$ cat config.mk
export PLATFORM = sky130hd
export DESIGN_NAME = rt_track_ctrl_flat
export DESIGN_NICKNAME = d
export VERILOG_FILES = /design/src/rtl/rt_pkg.sv /design/src/rtl/rt_track_ctrl_if.sv /design/src/rtl/rt_pulse_seq.sv /design/src/rtl/rt_track_ctrl.sv /design/src/flat_wrapper.sv
export SDC_FILE = /design/constraint.sdc
export NUM_CORES = 1
export LEC_CHECK = 0
export CAP_MARGIN = 20
export CORE_ASPECT_RATIO = 0.9
export CORE_MARGIN = 5
export CORE_UTILIZATION = 40
export DETAILED_ROUTE_END_ITERATION = 10
export SLEW_MARGIN = 40
export SYNTH_ARGS = -nofsm -noshare
export SYNTH_HDL_FRONTEND = slang
export SYNTH_SLANG_ARGS = --single-unit
$ cat constraint.sdc
create_clock -name clk -period 2 [get_ports clk]
set_input_delay 0.3 -clock clk [delete_from_list [all_inputs] [get_ports clk]]
set_output_delay 0.3 -clock clk [all_outputs]
set_load 0.03 [all_outputs]
$ cat src/rtl/rt_pkg.sv
// Shared types for the racetrack track controller.
//   rt_state_e : top-level access FSM states
//   rt_phase_e : three phases of every current pulse
//   rt_kind_e  : which pulse line a pulse drives
//   rt_dir_e   : shift direction (cell current_s)
package rt_pkg;

  localparam int unsigned PULSES_PER_OP = 3;

  typedef enum logic [2:0] {
    ST_IDLE,
    ST_ALIGN,
    ST_ACCESS,
    ST_STEP,
    ST_DONE
  } rt_state_e;

  typedef enum logic [$clog2(PULSES_PER_OP)-1:0] {
    PH_SETUP,
    PH_PULSE,
    PH_HOLD
  } rt_phase_e;

  typedef enum logic [1:0] {
    KIND_SHIFT,
    KIND_WRITE,
    KIND_READ
  } rt_kind_e;

  typedef enum logic {
    RT_FWD = 1'b0,
    RT_BWD = 1'b1
  } rt_dir_e;

endpackage

$ cat src/rtl/rt_track_ctrl_if.sv
// Core-side word access bus of the racetrack controller.
//   req_i/we_i/addr_i/wdata_i : request from the core (master drives)
//   gnt_o/rvalid_o/rdata_o/busy_o : response from the controller (slave drives)
interface rt_track_ctrl_if #(
  parameter int unsigned ADDR_W = 3,
  parameter int unsigned DATA_W = 8
) ();

  logic              req_i;
  logic              we_i;
  logic [ADDR_W-1:0] addr_i;
  logic [DATA_W-1:0] wdata_i;
  logic              gnt_o;
  logic              rvalid_o;
  logic [DATA_W-1:0] rdata_o;
  logic              busy_o;

  modport master (
    output req_i, we_i, addr_i, wdata_i,
    input  gnt_o, rvalid_o, rdata_o, busy_o
  );

  modport slave (
    input  req_i, we_i, addr_i, wdata_i,
    output gnt_o, rvalid_o, rdata_o, busy_o
  );

endinterface

$ cat src/rtl/rt_pulse_seq.sv
// Three-phase current pulse generator (SETUP / PULSE / HOLD).
//   start/kind/dir/wbit : launch a pulse; accepted when idle or in HOLD
//   done_c              : high during the HOLD cycle of the current pulse
//   rt_shift/rt_we/rt_read : registered pulse lines, one high in PULSE only
//   rt_dir/rt_wdata     : registered, stable from SETUP through HOLD
module rt_pulse_seq
  import rt_pkg::*;
(
  input  logic     clk,
  input  logic     rstn,
  input  logic     start,
  input  rt_kind_e kind,
  input  rt_dir_e  dir,
  input  logic     wbit,
  output logic     done_c,
  output logic     rt_shift,
  output logic     rt_dir,
  output logic     rt_we,
  output logic     rt_wdata,
  output logic     rt_read
);

  logic      active_q, active_d;
  rt_phase_e phase_q, phase_d;
  rt_kind_e  kind_q, kind_d;
  rt_dir_e   dir_q, dir_d;
  logic      wbit_q, wbit_d;
  logic      pulse_d;

  // Phase and pulse-parameter registers
  always_ff @(posedge clk or negedge rstn) begin
    if (!rstn) begin
      active_q <= 1'b0;
      phase_q  <= PH_SETUP;
      kind_q   <= KIND_SHIFT;
      dir_q    <= RT_FWD;
      wbit_q   <= 1'b0;
    end else begin
      active_q <= active_d;
      phase_q  <= phase_d;
      kind_q   <= kind_d;
      dir_q    <= dir_d;
      wbit_q   <= wbit_d;
    end
  end

  // Next phase; a new pulse may start straight after HOLD so pulses run back to back
  always_comb begin
    active_d = active_q;
    phase_d  = phase_q;
    kind_d   = kind_q;
    dir_d    = dir_q;
    wbit_d   = wbit_q;
    done_c   = active_q && (phase_q == PH_HOLD);
    if (!active_q || (phase_q == PH_HOLD)) begin
      active_d = start;
      phase_d  = PH_SETUP;
      if (start) begin
        kind_d = kind;
        dir_d  = dir;
        wbit_d = wbit;
      end
    end else if (phase_q == PH_SETUP) begin
      phase_d = PH_PULSE;
    end else begin
      phase_d = PH_HOLD;
    end
    pulse_d = active_d && (phase_d == PH_PULSE);
  end

  // Pulse lines are flops so the cell currents never see decode glitches
  always_ff @(posedge clk or negedge rstn) begin
    if (!rstn) begin
      rt_shift <= 1'b0;
      rt_we    <= 1'b0;
      rt_read  <= 1'b0;
    end else begin
      rt_shift <= pulse_d && (kind_d == KIND_SHIFT);
      rt_we    <= pulse_d && (kind_d == KIND_WRITE);
      rt_read  <= pulse_d && (kind_d == KIND_READ);
    end
  end

  assign rt_dir   = 1'(dir_q);
  assign rt_wdata = wbit_q;

endmodule

$ cat src/rtl/rt_track_ctrl.sv
// Racetrack track controller: turns word read/write requests into shift,
// write and read pulse sequences on a ring of N_CELLS cells with one port.
//   clk, rstn        : clock, asynchronous active-low reset
//   bus (slave)      : req/we/addr/wdata in; gnt (comb), rvalid, rdata, busy out
//   pos_o            : logical bit currently under the access port
//   rt_shift_o/rt_dir_o/rt_we_o/rt_wdata_o/rt_read_o : pulse lines to the track
//   rt_rdata_i       : port cell read-out
//   shift_cnt_o      : shift pulse count, present only with RT_SHIFT_CNT_EN
module rt_track_ctrl
  import rt_pkg::*;
#(
  parameter int unsigned N_CELLS = 64,
  parameter int unsigned DATA_W  = 8
) (
  input  logic                       clk,
  input  logic                       rstn,
  rt_track_ctrl_if.slave             bus,
  output logic [$clog2(N_CELLS)-1:0] pos_o,
  output logic                       rt_shift_o,
  output logic                       rt_dir_o,
  output logic                       rt_we_o,
  output logic                       rt_wdata_o,
  output logic                       rt_read_o,
  input  logic                       rt_rdata_i
`ifdef RT_SHIFT_CNT_EN
  ,
  output logic [31:0]                shift_cnt_o
`endif
);

  localparam int unsigned POS_W = $clog2(N_CELLS);
  localparam int unsigned BIT_W = $clog2(DATA_W);
  localparam logic [POS_W:0] HALF = (POS_W+1)'(N_CELLS / 2);

  rt_state_e         state_q, state_d;
  logic              start_c, gnt_c, seq_done_c, fwd_c;
  rt_kind_e          kind_c;
  rt_dir_e           dir_c, align_dir_q;
  logic              wbit_c;
  logic [POS_W-1:0]  pos_q, tgt_q, tgt_in_c, df_c;
  logic              we_q, rvalid_q, busy_q;
  logic [DATA_W-1:0] wdata_q, rbuf_q, rbuf_nx_c, rdata_q;
  logic [BIT_W-1:0]  bit_q, bit_nx_c;

  // Alignment target and direction for the incoming request (ties go forward)
  assign tgt_in_c = {bus.addr_i, {BIT_W{1'b0}}};
  assign df_c     = tgt_in_c - pos_q;
  assign fwd_c    = ({1'b0, df_c} <= HALF);
  assign bit_nx_c = bit_q + BIT_W'(1);

  always_ff @(posedge clk or negedge rstn) begin
    if (!rstn) state_q <= ST_IDLE;
    else       state_q <= state_d;
  end

  // Next state and next-pulse selection; each new pulse is launched in the HOLD of the last
  always_comb begin
    state_d = state_q;
    start_c = 1'b0;
    gnt_c   = 1'b0;
    kind_c  = KIND_SHIFT;
    dir_c   = RT_FWD;
    wbit_c  = 1'b0;
    unique case (state_q)
      ST_IDLE: begin
        if (bus.req_i) begin
          gnt_c   = 1'b1;
          start_c = 1'b1;
          if (df_c == '0) begin
            state_d = ST_ACCESS;
            kind_c  = bus.we_i ? KIND_WRITE : KIND_READ;
            wbit_c  = bus.we_i & bus.wdata_i[0];
          end else begin
            state_d = ST_ALIGN;
            dir_c   = fwd_c ? RT_FWD : RT_BWD;
          end
        end
      end
      ST_ALIGN: begin
        if (seq_done_c) begin
          start_c = 1'b1;
          if (pos_q == tgt_q) begin
            state_d = ST_ACCESS;
            kind_c  = we_q ? KIND_WRITE : KIND_READ;
            wbit_c  = we_q & wdata_q[0];
          end else begin
            dir_c = align_dir_q;
          end
        end
      end
      ST_ACCESS: begin
        if (seq_done_c) begin
          if (bit_q == BIT_W'(DATA_W - 1)) begin
            state_d = ST_DONE;
          end else begin
            state_d = ST_STEP;
            start_c = 1'b1;
          end
        end
      end
      ST_STEP: begin
        if (seq_done_c) begin
          state_d = ST_ACCESS;
          start_c = 1'b1;
          kind_c  = we_q ? KIND_WRITE : KIND_READ;
          wbit_c  = we_q & wdata_q[bit_nx_c];
        end
      end
      ST_DONE: state_d = ST_IDLE;
      default: state_d = ST_IDLE;
    endcase
  end

  // Read buffer with the port bit merged in at the current position
  always_comb begin
    rbuf_nx_c        = rbuf_q;
    rbuf_nx_c[bit_q] = rt_rdata_i;
  end

  // Request capture, port position tracking and response registers
  always_ff @(posedge clk or negedge rstn) begin
    if (!rstn) begin
      we_q        <= 1'b0;
      wdata_q     <= '0;
      tgt_q       <= '0;
      align_dir_q <= RT_FWD;
      bit_q       <= '0;
      rbuf_q      <= '0;
      rdata_q     <= '0;
      pos_q       <= '0;
      rvalid_q    <= 1'b0;
      busy_q      <= 1'b0;
    end else begin
      if (gnt_c) begin
        we_q        <= bus.we_i;
        wdata_q     <= bus.wdata_i;
        tgt_q       <= tgt_in_c;
        align_dir_q <= fwd_c ? RT_FWD : RT_BWD;
        bit_q       <= '0;
      end
      if ((state_q == ST_STEP) && seq_done_c) bit_q <= bit_nx_c;
      if ((state_q == ST_ACCESS) && seq_done_c && !we_q) begin
        rbuf_q <= rbuf_nx_c;
        if (state_d == ST_DONE) rdata_q <= rbuf_nx_c;
      end
      if (rt_shift_o) pos_q <= rt_dir_o ? (pos_q - POS_W'(1)) : (pos_q + POS_W'(1));
      rvalid_q <= (state_d == ST_DONE);
      busy_q   <= (state_d != ST_IDLE);
    end
  end

  rt_pulse_seq u_pulse_seq (
    .clk      (clk),
    .rstn     (rstn),
    .start    (start_c),
    .kind     (kind_c),
    .dir      (dir_c),
    .wbit     (wbit_c),
    .done_c   (seq_done_c),
    .rt_shift (rt_shift_o),
    .rt_dir   (rt_dir_o),
    .rt_we    (rt_we_o),
    .rt_wdata (rt_wdata_o),
    .rt_read  (rt_read_o)
  );

`ifdef RT_SHIFT_CNT_EN
  // Shift pulse counter, wraps at 2^32
  always_ff @(posedge clk or negedge rstn) begin
    if (!rstn)           shift_cnt_o <= '0;
    else if (rt_shift_o) shift_cnt_o <= shift_cnt_o + 32'd1;
  end
`endif

  assign bus.gnt_o    = gnt_c;
  assign bus.rvalid_o = rvalid_q;
  assign bus.rdata_o  = rdata_q;
  assign bus.busy_o   = busy_q;
  assign pos_o        = pos_q;

endmodule

$ cat src/flat_wrapper.sv
// flat-port wrapper written by rule: the top's interface ports become plain ports
module rt_track_ctrl_flat import rt_pkg::*;
#(
  parameter int unsigned N_CELLS = 64,
  parameter int unsigned DATA_W  = 8
)
  (clk, rstn, pos_o, rt_shift_o, rt_dir_o, rt_we_o, rt_wdata_o, rt_read_o, rt_rdata_i, bus_req_i, bus_we_i, bus_addr_i, bus_wdata_i, bus_gnt_o, bus_rvalid_o, bus_rdata_o, bus_busy_o);
  rt_track_ctrl_if #(.ADDR_W((3)), .DATA_W(DATA_W)) bus_i ();
  input  logic clk;
  input  logic rstn;
  output logic [$clog2(N_CELLS)-1:0] pos_o;
  output logic rt_shift_o;
  output logic rt_dir_o;
  output logic rt_we_o;
  output logic rt_wdata_o;
  output logic rt_read_o;
  input  logic rt_rdata_i;
  input wire logic [$bits(bus_i.req_i)-1:0] bus_req_i;
  input wire logic [$bits(bus_i.we_i)-1:0] bus_we_i;
  input wire logic [$bits(bus_i.addr_i)-1:0] bus_addr_i;
  input wire logic [$bits(bus_i.wdata_i)-1:0] bus_wdata_i;
  output wire logic [$bits(bus_i.gnt_o)-1:0] bus_gnt_o;
  output wire logic [$bits(bus_i.rvalid_o)-1:0] bus_rvalid_o;
  output wire logic [$bits(bus_i.rdata_o)-1:0] bus_rdata_o;
  output wire logic [$bits(bus_i.busy_o)-1:0] bus_busy_o;
  assign bus_i.req_i = bus_req_i;
  assign bus_i.we_i = bus_we_i;
  assign bus_i.addr_i = bus_addr_i;
  assign bus_i.wdata_i = bus_wdata_i;
  assign bus_gnt_o = bus_i.gnt_o;
  assign bus_rvalid_o = bus_i.rvalid_o;
  assign bus_rdata_o = bus_i.rdata_o;
  assign bus_busy_o = bus_i.busy_o;
  rt_track_ctrl #(.N_CELLS(N_CELLS), .DATA_W(DATA_W)) u_core (.clk(clk), .rstn(rstn), .bus(bus_i), .pos_o(pos_o), .rt_shift_o(rt_shift_o), .rt_dir_o(rt_dir_o), .rt_we_o(rt_we_o), .rt_wdata_o(rt_wdata_o), .rt_read_o(rt_read_o), .rt_rdata_i(rt_rdata_i));
endmodule
==> impl.org <==
** Critical path
- Highest fanout seen on the critical path :: 6
- RR Startpoint :: u_core.bit_q[0]
- STA classifies the critical path startpoint as a flip-flop.
- Data arrives at the worst endpoint at 1.65 ns.
- Critical Path End Type :: output port
- At the worst endpoint, the required time is 1.70 ns.
- Critical path start-end classification :: flip-flop to output port
- The worst register-to-register path has a setup slack of 0.11 ns.
- The critical path starts at u_core.state_q[0].
- Measured in cells, the most critical reg-to-reg path has a length of 6.
- In this run the worst setup path terminates at bus_gnt_o.
- FF-to-FF End :: u_core.u_pulse_seq.rt_wdata

** Global routing
- In the global route stage, overall resource usage came out at 0.157.
- Number of antenna violations at the first check in global routing :: 0
- Largest net degree at the start of global routing :: 54
- The number of global-route vias before repair was 2,139.
- Global routing finished with a remaining overflow of 0.
- First-pass GRT wire length :: 10.3 mm

** Floorplan
- The total area inside the core boundary comes to 0.00655 mm2.
- Chip Width :: 96.2 um
- Row generation in the floorplan step produced 28 rows.
- The floorplan step defined a die boundary enclosing 0.00843 mm2.
- Number of ports placed on the die boundary :: 38
- Starting density of the core :: 0.409
- From bottom edge to top edge, the die measures 87.6 um.

** Cells and area
- The library cell used most frequently in the layout, excluding fill and tap cells, is sky130_fd_sc_hd__nand2_1.
- In the final layout, the share of cells above drive strength 1 is 0.157.
- N_diodes :: 0
- In the final design database the tool counted 349 nets.
- Highest-count cells in the layout ignoring fill and taps :: 63 x sky130_fd_sc_hd__nand2_1, 52 x sky130_fd_sc_hd__dfrtp_1, 35 x sky130_fd_sc_hd__clkdlybuf4s50_1, 21 x sky130_fd_sc_hd__buf_4, 19 x sky130_fd_sc_hd__o21ai_0
- The area growth from synthesis to layout is 27.5%.
- Once layout is complete, the utilization of the core stands at 0.521.

** Synthesis
- Fraction of synthesized area in multiplexers :: 0.104
- Number of synthesized register bits :: 53
- Total standard cell area after synthesis :: 0.00268 mm2
- sky130_fd_sc_hd__dfrtp_1 takes more of the synthesized area than any other cell.
- After synthesis, the share of flip-flops with an asynchronous set or reset is 1.00.
- Number of enable-type register cells in the synthesized netlist :: 0
- The number of nets in the synthesized netlist is 293.
- Of the total synthesized cell area, the portion taken by AND, OR, NAND and NOR gates is 0.196.
- Mean instance size in the synthesized netlist :: 9.99 um2
- Main combinational cell family by area after synthesis :: simple AND/OR/NAND/NOR gates
- Synthesis produced 268 cells.
- The share of the Yosys chip area taken by registers is 0.496.
- Synth unique cells :: 43
- Post-synthesis xor/xnor area fraction :: 0.0327
- The area fraction in compound gates after synthesis is 0.0926.
- The share of synthesized area in the top cell type comes to 0.496.
- Number of warnings reported in the yosys synthesis log :: 0
- Of the total synthesized cell area, the portion taken by full adders, half adders and majority gates is 0.0449.
- Most common flop cell mapped by yosys :: sky130_fd_sc_hd__dfrtp_1
- After synthesis, the cell types taking the most area are sky130_fd_sc_hd__dfrtp_1 50%, sky130_fd_sc_hd__nand2_1 8.8%, sky130_fd_sc_hd__mux2i_1 4.5%, sky130_fd_sc_hd__mux2_2 4.2%, sky130_fd_sc_hd__ha_1 3.7%.

** STA
- The worst path needs 1.95 ns of the cycle, external delays included.
- Actual transition at the worst max-transition pin :: 0.554 ns
- Setup slack on the critical path of the routed design comes to 0.0468 ns.
- Number of hold-slack violations in the final timing report :: 0
- For the final routed database, the setup TNS stands at 0 ns.
- Setup repair after global routing could not meet its margin everywhere.
- In the finished design, the share of the clock period the worst path needs comes to 0.977.
- The count of pins over their slew limit is 0.
- Final Skew :: 0.0137 ns
- Max Clk Rate :: 0.512 GHz
- Final setup fails :: 0
- In this run the tightest slew margin relative to its limit is 0.628.

** Place
- Post-placement setup slack :: -0.142 ns
- After legalization and detailed placement, the total HPWL measured 4.13 mm.
- Number of I/O port buffers :: 37
- Placer's final routability congestion estimate :: 0.764

** CTS
- Cell chosen for the clock root :: sky130_fd_sc_hd__clkbuf_8
- Cts bufs inserted :: 5
- Once the clock tree was built, the setup fixing pass inserted 0 buffers.
- Clock latency on the worst-skew pair, taken at its later pin, is 0.31 ns.
- TritonCTS built the clock tree.
- Bufs on Longest Clock Path :: 2
- After clock tree synthesis, the clock-pin slew on the worst setup and hold paths is 0.10 ns.
- The H-tree was split into 2 levels.
- Number of clock sinks seen by CTS :: 53

** Drt
- In this run, the number of DRC markers left after iteration 0 of detailed routing was 64.
- In the routed design, unresolved DRC markers number 0.
- Dividing the detail-routed wire length by the instance count gives 13.6 um.
- Detailed routing inserted a total of 2,025 vias.
- Dividing the detail-routed via count by the number of cells gives 4.88.
- The first TritonRoute pass finished after 5 iterations.
- Post-route ant nets :: 0
- Detailed Route WL :: 5.64 mm

** Job
- Max-cap violations in this run came to 0.

** Hold path
- The worst hold path belongs to the class flip-flop to flip-flop.

** Outcome
- Outcome :: completed

** Power
- Power per standard cell area :: 1430 mW/mm2
- The worst-case IR drop observed on VDD is 0.857 mV.
- The analysis attributes to cell leakage a power of 1.56 nW.
flip-flops by register name (all words and copies together) (netlist names), 2 cells and up:
name	flops
u_core.bus.rdata_o	8
u_core.rbuf_q	8
u_core.wdata_q	8
u_core.pos_o	6
u_core.bit_q	3
u_core.state_q	3
u_core.tgt_q	3
u_core.u_pulse_seq.kind_q	2
u_core.u_pulse_seq.phase_q	2
metrics by stage:
step	instances	total power (W)	area, um2	hold slack, ns
detailed placement	406	0.00412	3280	0.320
global placement	406	0.00406	3280	0.319
CTS	415	0.00489	3400	0.488
finish	415	0.00487	3410	0.485
floorplan	268	0.00333	2680	0.00441
global route	415	0.00528	3410	0.496
cell type report:
class,count,area (um2)
fillers,619,3140
flip-flops and latches,53,1330
multi-input cells,193,1270
repair buffers,59,543
well taps,90,113
clock buffers,5,68.8
inverters,12,47.5
clock inverters,3,43.8
worst max-delay path, cell delays in order (launching register included):
cell,delay (ns)
sky130_fd_sc_hd__dfrtp_1,0.44
sky130_fd_sc_hd__or4b_4,0.62
sky130_fd_sc_hd__inv_4,0.12
sky130_fd_sc_hd__buf_4,0.16
worst min-delay path by stage:
stage | end | depth (start not counted) | start
detailed placement | u_core.pos_o[2] | 2 | rstn
CTS | u_core.align_dir_q | 1 | u_core.align_dir_q
global placement | u_core.pos_o[2] | 2 | rstn
global route | u_core.wdata_q[7] | 3 | bus_wdata_i[7]
finish | u_core.bus.rdata_o[3] | 2 | u_core.bus.rdata_o[3]
floorplan | u_core.align_dir_q | 0 | rstn
cell families (layout without fill, tap and decap cells):
logic type / count (synthesis) / in the layout
buffers and inverters: 22 / 79
multiplexers: 24 / 24
XOR/XNOR: 10 / 10
flip-flops: 53 / 53
adder cells (fa/ha/maj): 9 / 9
AO/OA/AOI/OAI: 40 / 40
AND/OR/NAND/NOR: 110 / 110
timing repair:
action,4_1_cts,5_1_grt
endpoints found under the hold margin,53,0
gates resized for setup,1,4
endpoints found under the setup margin,1,3
hold buffers,1,0
synthesized netlist by cell type, types with 2 or more instances:
cell	instances
sky130_fd_sc_hd__clkbuf_1	8
sky130_fd_sc_hd__dfrtp_1	53
sky130_fd_sc_hd__xnor2_1	3
sky130_fd_sc_hd__nand2b_1	3
sky130_fd_sc_hd__inv_1	12
sky130_fd_sc_hd__ha_1	8
sky130_fd_sc_hd__nor4_1	2
sky130_fd_sc_hd__a21o_1	3
sky130_fd_sc_hd__nor4b_1	2
sky130_fd_sc_hd__nand2_1	63
sky130_fd_sc_hd__nor2b_1	4
sky130_fd_sc_hd__nor3_1	7
sky130_fd_sc_hd__xor2_1	7
sky130_fd_sc_hd__mux4_2	2
sky130_fd_sc_hd__mux2i_1	12
sky130_fd_sc_hd__nand3_1	4
sky130_fd_sc_hd__mux2_2	10
sky130_fd_sc_hd__o21ai_0	19
sky130_fd_sc_hd__nor3b_1	2
sky130_fd_sc_hd__a21oi_1	7
sky130_fd_sc_hd__a311oi_1	2
sky130_fd_sc_hd__nor2_1	14
power by group:
| group | internal (W) | total (W) | leakage [nW] | switching [W] |
|---|---|---|---|---|
| logic | 0.00110 | 0.00236 | 0.872 | 0.00126 |
| registers | 0.00145 | 0.00177 | 0.633 | 0.000315 |
| clock network | 0.000376 | 0.000741 | 0.0585 | 0.000365 |
routing by layer:
layer,vias to the layer above,wire length [um],part of all wire,GRT usage
met5,-,0,0,0
li1,1033,-,-,-
met2,36,2440,0.43,0.237
met3,8,234,0.041,0.0344
met1,948,2880,0.51,0.223
met4,0,93,0.016,0.0543
(Power assumes the default switching activity.)
